$ cat config.mk
export PLATFORM = sky130hd
export DESIGN_NAME = add_dispatcher
export DESIGN_NICKNAME = d
export VERILOG_FILES = /design/src/rtl/add_dispatcher_pkg.sv /design/src/rtl/add_dispatcher_op_fifo.sv /design/src/rtl/add_dispatcher.sv
export SDC_FILE = /design/constraint.sdc
export NUM_CORES = 1
export LEC_CHECK = 0
export ABC_CLOCK_PERIOD_IN_PS = 2200
export CORE_MARGIN = 2
export CORE_UTILIZATION = 49
export CTS_CLUSTER_DIAMETER = 120
export DETAILED_ROUTE_END_ITERATION = 7
export PLACE_DENSITY = 0.76
export RECOVER_POWER = 50
export SLEW_MARGIN = 20
export SYNTH_ARGS = -nofsm -noshare
export SYNTH_HDL_FRONTEND = slang
export SYNTH_SLANG_ARGS = --single-unit
$ cat constraint.sdc
create_clock -name clk -period 2.2 [get_ports clk]
set_clock_uncertainty 0.1 [all_clocks]
set_input_delay 0.44 -clock clk [delete_from_list [all_inputs] [get_ports clk]]
set_output_delay 0.44 -clock clk [all_outputs]
set_load 0.02 [all_outputs]
$ cat src/rtl/add_dispatcher_pkg.sv
// Shared definitions for the add dispatcher: FSM state encoding and
// default sizing for the datapath, operand FIFO and adder watchdog.
package add_dispatcher_pkg;

    localparam int W_DEF     = 16;
    localparam int DEPTH_DEF = 4;
    localparam int TMO_DEF   = 63;

    typedef enum logic [2:0] {
        S_IDLE      = 3'd0,
        S_LAUNCH    = 3'd1,
        S_WAIT_BUSY = 3'd2,
        S_WAIT_DONE = 3'd3,
        S_CAPTURE   = 3'd4
    } state_t;

endpackage

$ cat src/rtl/add_dispatcher_op_fifo.sv
// Operand FIFO: power-of-two storage with read/write pointers that carry an
// extra wrap bit, so full and empty are told apart without a separate counter.
module op_fifo
    import add_dispatcher_pkg::*;
#(
    parameter int W     = 2 * W_DEF,
    parameter int DEPTH = DEPTH_DEF
) (
    input  logic         clk,
    input  logic         rst,
    input  logic         push,
    input  logic [W-1:0] push_data,
    input  logic         pop,
    output logic [W-1:0] head,
    output logic         full,
    output logic         empty
);

    localparam int AW = $clog2(DEPTH);

    logic [W-1:0] mem [DEPTH];
    logic [AW:0]  wr_ptr;
    logic [AW:0]  rd_ptr;
    logic         do_push;
    logic         do_pop;

    // A push while full is dropped here as well, independent of the caller.
    assign do_push = push & ~full;
    assign do_pop  = pop & ~empty;

    assign empty = (wr_ptr == rd_ptr);
    assign full  = (wr_ptr[AW] != rd_ptr[AW]) && (wr_ptr[AW-1:0] == rd_ptr[AW-1:0]);
    assign head  = mem[rd_ptr[AW-1:0]];

    // Storage write; contents need no reset since the pointers define validity.
    always_ff @(posedge clk) begin
        if (do_push)
            mem[wr_ptr[AW-1:0]] <= push_data;
    end

    // Pointer advance on accepted push/pop.
    always_ff @(posedge clk or posedge rst) begin
        if (rst) begin
            wr_ptr <= '0;
            rd_ptr <= '0;
        end else begin
            if (do_push)
                wr_ptr <= wr_ptr + 1'b1;
            if (do_pop)
                rd_ptr <= rd_ptr + 1'b1;
        end
    end

endmodule

$ cat src/rtl/add_dispatcher.sv
// Add dispatcher: queues operand pairs, launches them one at a time on an
// external serial adder, guards each job with a watchdog, and holds the
// result in a single-entry output slot until the consumer takes it.
module add_dispatcher
    import add_dispatcher_pkg::*;
#(
    parameter int W     = W_DEF,
    parameter int DEPTH = DEPTH_DEF,
    parameter int TMO   = TMO_DEF
) (
    input  logic         clk,
    input  logic         rst,
    input  logic         in_valid,
    input  logic [W-1:0] in_a,
    input  logic [W-1:0] in_b,
    output logic         in_ready,
    output logic         add_start,
    output logic [W-1:0] add_a,
    output logic [W-1:0] add_b,
    input  logic         add_done,
    input  logic [W-1:0] add_sum,
    input  logic         add_cout,
    output logic         res_valid,
    output logic [W-1:0] res_sum,
    output logic         res_cout,
    input  logic         res_ready,
    output logic         err
);

    localparam int              WD_W    = $clog2(TMO + 1);
    localparam logic [WD_W-1:0] WD_LAST = WD_W'(TMO - 1);

    state_t          state;
    logic [WD_W-1:0] wdog;
    logic [W-1:0]    op_a;
    logic [W-1:0]    op_b;
    logic [2*W-1:0]  head;
    logic            full;
    logic            empty;
    logic            push;
    logic            pop;

    assign in_ready = ~full;
    assign push     = in_valid & ~full;
    // The head is consumed in the same cycle the start pulse is issued.
    assign pop      = (state == S_LAUNCH);
    assign add_a    = op_a;
    assign add_b    = op_b;

    op_fifo #(
        .W     (2 * W),
        .DEPTH (DEPTH)
    ) u_fifo (
        .clk       (clk),
        .rst       (rst),
        .push      (push),
        .push_data ({in_a, in_b}),
        .pop       (pop),
        .head      (head),
        .full      (full),
        .empty     (empty)
    );

    // Dispatch FSM with watchdog, result slot and sticky timeout flag.
    always_ff @(posedge clk or posedge rst) begin
        if (rst) begin
            state     <= S_IDLE;
            add_start <= 1'b0;
            op_a      <= '0;
            op_b      <= '0;
            wdog      <= '0;
            res_valid <= 1'b0;
            res_sum   <= '0;
            res_cout  <= 1'b0;
            err       <= 1'b0;
        end else begin
            if (res_valid && res_ready)
                res_valid <= 1'b0;

            case (state)
                S_IDLE: begin
                    // Only launch when the slot is free and the adder is idle.
                    if (!empty && !res_valid && add_done) begin
                        state     <= S_LAUNCH;
                        add_start <= 1'b1;
                    end
                end
                S_LAUNCH: begin
                    add_start <= 1'b0;
                    op_a      <= head[2*W-1:W];
                    op_b      <= head[W-1:0];
                    wdog      <= '0;
                    state     <= S_WAIT_BUSY;
                end
                S_WAIT_BUSY: begin
                    wdog <= wdog + 1'b1;
                    if (wdog == WD_LAST) begin
                        err   <= 1'b1;
                        state <= S_IDLE;
                    end else if (!add_done) begin
                        state <= S_WAIT_DONE;
                    end
                end
                S_WAIT_DONE: begin
                    wdog <= wdog + 1'b1;
                    if (wdog == WD_LAST) begin
                        err   <= 1'b1;
                        state <= S_IDLE;
                    end else if (add_done) begin
                        state <= S_CAPTURE;
                    end
                end
                S_CAPTURE: begin
                    res_sum   <= add_sum;
                    res_cout  <= add_cout;
                    res_valid <= 1'b1;
                    state     <= S_IDLE;
                end
                default: begin
                    state <= S_IDLE;
                end
            endcase
        end
    end

endmodule

==> impl_results.md <==
* Commonest non-fill, non-tap cells in the layout: 128 x edfxtp_1, 72 x clkdlybuf4s50_1, 65 x dfrtp_1, 33 x dlygate4sd3_1, 32 x mux4_2
* Sequential power share at 0.414
* Starting Density at 0.498
* Synth top area cells: edfxtp_1 51%, dfrtp_1 22%, mux4_2 9.6%, mux2_4 6.0%, mux2_2 3.6%
* Avg Cell Area, Syn at 20.8 um2
* Max Fclk at 462 MHz
* R2r setup slk at 80 ps
* Hold Path Stages at 2
* XOR/XNOR Fraction of Synth Area at 0.0103
* Internal at 0.00963 W
* Simple-gate share of the synthesized area at 0.0186
* Outcome: finished clean
* Pwr/cell area at 1460 nW/um2
* I/O pin total at 107
* Cell area after synthesis at 7550 um2
* Drt first pass iters at 4
* Wire length of the first global-routing pass at 21.6 mm
* Multi-input gate area at 1890 um2
* Residual DRC at 0
* Multiplexer share of the synthesized area at 0.191
* Ratio of cells with drive above 1 in the final layout at 0.282
* Reg2reg end: add_a[7]
* Synth cell types at 36
* Later-pin clock latency in the skew report at 430 ps
* Setup-failing EPs final at 0
* CTS max path bufs at 2
* Leak at 3.50 nW
* Sw Share at 0.304
* Rows at 45
* Combinational share of power at 0.363
* Synth Register Bits at 195
* Final Hold Fails at 0
* Routability cong. at 0.737
* HP Class: flop to flop
* Unrepaired setup endpoints after global routing: yes
* CTS root buf: clkbuf_16
* Die area at 16400 um2
* First DRT Iteration DRCs at 197
* Largest family of logic cells by synthesized area: multiplexers
* Mapped Nets at 423
* Setup crit end kind: output port
* Register area share after synthesis at 0.732
* Total wire length at 13.6 mm
* Ant diodes at 0
* Rel. slew slack at 0.339
* Commonest non-fill, non-tap cell in the layout: edfxtp_1
* Clock Sinks at 195
* Area leader, netlist: edfxtp_1
* IO buf count at 106
* Die Span Y at 128 um
* Gr usage total at 0.179
* Max-Cap Viols at 0
* Ys async rst share at 0.344
* Worst r2r src: state[1]
* Antenna violations before repair at 1
* Post-synth top area share at 0.509
* Sequential standard cell area at 5520 um2
* Dpl hpwl at 8.54 mm
* Post-synth EDFFs at 128
* Worst reg2reg path depth at 4
* Worst Path Required at 1660 ps
* Nets@finish at 552
* Hold Path End: err
* Final worst path period share at 0.985
* Final ANT Viol Nets at 0
* Fin. max-slew vios at 0
* Global route overflow at 0
* Number of global-route vias before repair at 3941
* DIE WIDTH at 128 um
* Via count at 3703
* WHS at 375 ps
* Post-Synth Adder-Cell Area at 0.0116
* Worst-margin pin slew at 991 ps
* Area grow syn2layout at 25.9%
* Min Tclk post-route at 2170 ps
* Filler cells at 1058
* Hold_sp: err
* Net Switching at 0.00420 W
* Core Util, Final at 0.628
* Synth warn at 0
* Clock power frac at 0.223
* Critical path class: flop to output port
* Pwr Total at 0.0138 W
* Wire length per cell at 19.7 um
* Top FF cell, synth: edfxtp_1
* Core box area at 15100 um2
* Compound-cell area share of the yosys netlist at 0.0166
* # hold bufs at CTS at 0
* H-tree levels at 4
* Largest net degree at the start of global routing at 41
* Clock-pin transition on the worst setup and hold timing paths at 70 ps
* Worst Setup Start Kind: flop
* Peak VDD IR at 0.000861 V
* Synthesized netlist cell count at 362
* Arr. time, crit path at 1630 ps
* CTS tree: built
* Cts bufs inserted at 17
* Via/cell ratio at 5.36
* Crit Path Max Fanout at 5
-- synth_stat cells, types with 2 or more instances --
cell type / count
mux2_2: 24
mux4_2: 32
dfrtp_1: 67
nor2_1: 6
o21ai_0: 3
edfxtp_1: 128
buf_2: 3
and2_1: 4
mux2_4: 30
buf_6: 2
nor3_1: 2
xor2_1: 2
a22o_1: 3
clkbuf_1: 3
nand2_1: 5
o31ai_1: 2
nand3_1: 5
inv_1: 8
buf_4: 4
buf_8: 3
ha_1: 7
xnor2_1: 5
-- critical path: stages, from the launching register on --
cell     delay (ps)
dfrtp_2         450
xor2_4          200
or3_4           400
buf_6           140
-- area by class of cell --
| class | instances | share of cell area |
|---|---|---|
| Sequential cell | 195 | 0.581 |
| Inverter | 8 | 0.00355 |
| Tap cell | 188 | 0.0247 |
| Multi-Input combinational cell | 144 | 0.199 |
| Clock inverter | 12 | 0.0166 |
| Timing Repair Buffer | 125 | 0.130 |
| Clock buffer | 19 | 0.0456 |
-- power groups by stage --
stage | sequential (W) | combinational, W | clock, W
2_1_floorplan | 0.00619 | 0.00276 | 0
3_3_place_gp | 0.00571 | 0.00498 | 0
3_5_place_dp | 0.00577 | 0.00510 | 0
4_1_cts | 0.00573 | 0.00512 | 0.00316
5_1_grt | 0.00584 | 0.00542 | 0.00330
6_report | 0.00572 | 0.00503 | 0.00308
-- cells by family (layout without fill, tap and decap cells) --
kind of cell	Yosys count	in the layout
simple gates	26	26
fa+ha+maj	7	7
xor+xnor	8	8
compound gates	17	17
flops	195	195
buf+inv	23	164
mux	86	86
-- stage by stage --
stage               TNS, ps  instances  area (um2)  worst slack [ps]
floorplan                 0        362        7550              72.7
CTS                       0        689        9500              7.95
detailed placement        0        658        8920              77.8
global placement          0        658        8920               115
finish                    0        691        9500              33.3
global route          -18.1        691        9500             -18.1
-- metal layers --
metal	wire (um)	global-route usage	share of wire	vias up
met5	13	0	0.00095	-
met3	650	0.0530	0.048	15
met2	6930	0.296	0.51	104
met4	156	0.0582	0.011	2
li1	-	-	-	1679
met1	5870	0.232	0.43	1903
-- worst max path at each step --
stage	from	to	slack [ps]	cells past startpoint
2_1_floorplan	u_fifo.rd_ptr[1]	u_fifo.mem[3][0]	70	4
3_3_place_gp	u_fifo.rd_ptr[0]	in_ready	110	3
3_5_place_dp	u_fifo.rd_ptr[0]	add_b[2]	80	3
4_1_cts	u_fifo.rd_ptr[0]	in_ready	8	3
5_1_grt	u_fifo.rd_ptr[1]	in_ready	-20	3
6_report	u_fifo.rd_ptr[1]	in_ready	30	3
-- repair_timing --
action | CTS | global route
gates resized for setup | 4 | 5
endpoints found under the setup margin | 1 | 1
cloned | 0 | 0
pin swaps | 0 | 2
endpoints found under the hold margin | 0 | 0
setup buffers | 0 | 2
-- registers in the layout, indices dropped and copies added, names as in the netlist --
| signal | count |
|---|---|
| add_a | 16 |
| add_b | 16 |
| add_start | 1 |
| err | 1 |
| res_cout | 1 |
| res_sum | 16 |
| res_valid | 1 |
| state | 3 |
| u_fifo.mem | 128 |
| u_fifo.rd_ptr | 3 |
| u_fifo.wr_ptr | 3 |
| wdog | 6 |
No activity file was read; power rests on OpenSTA's default activity.
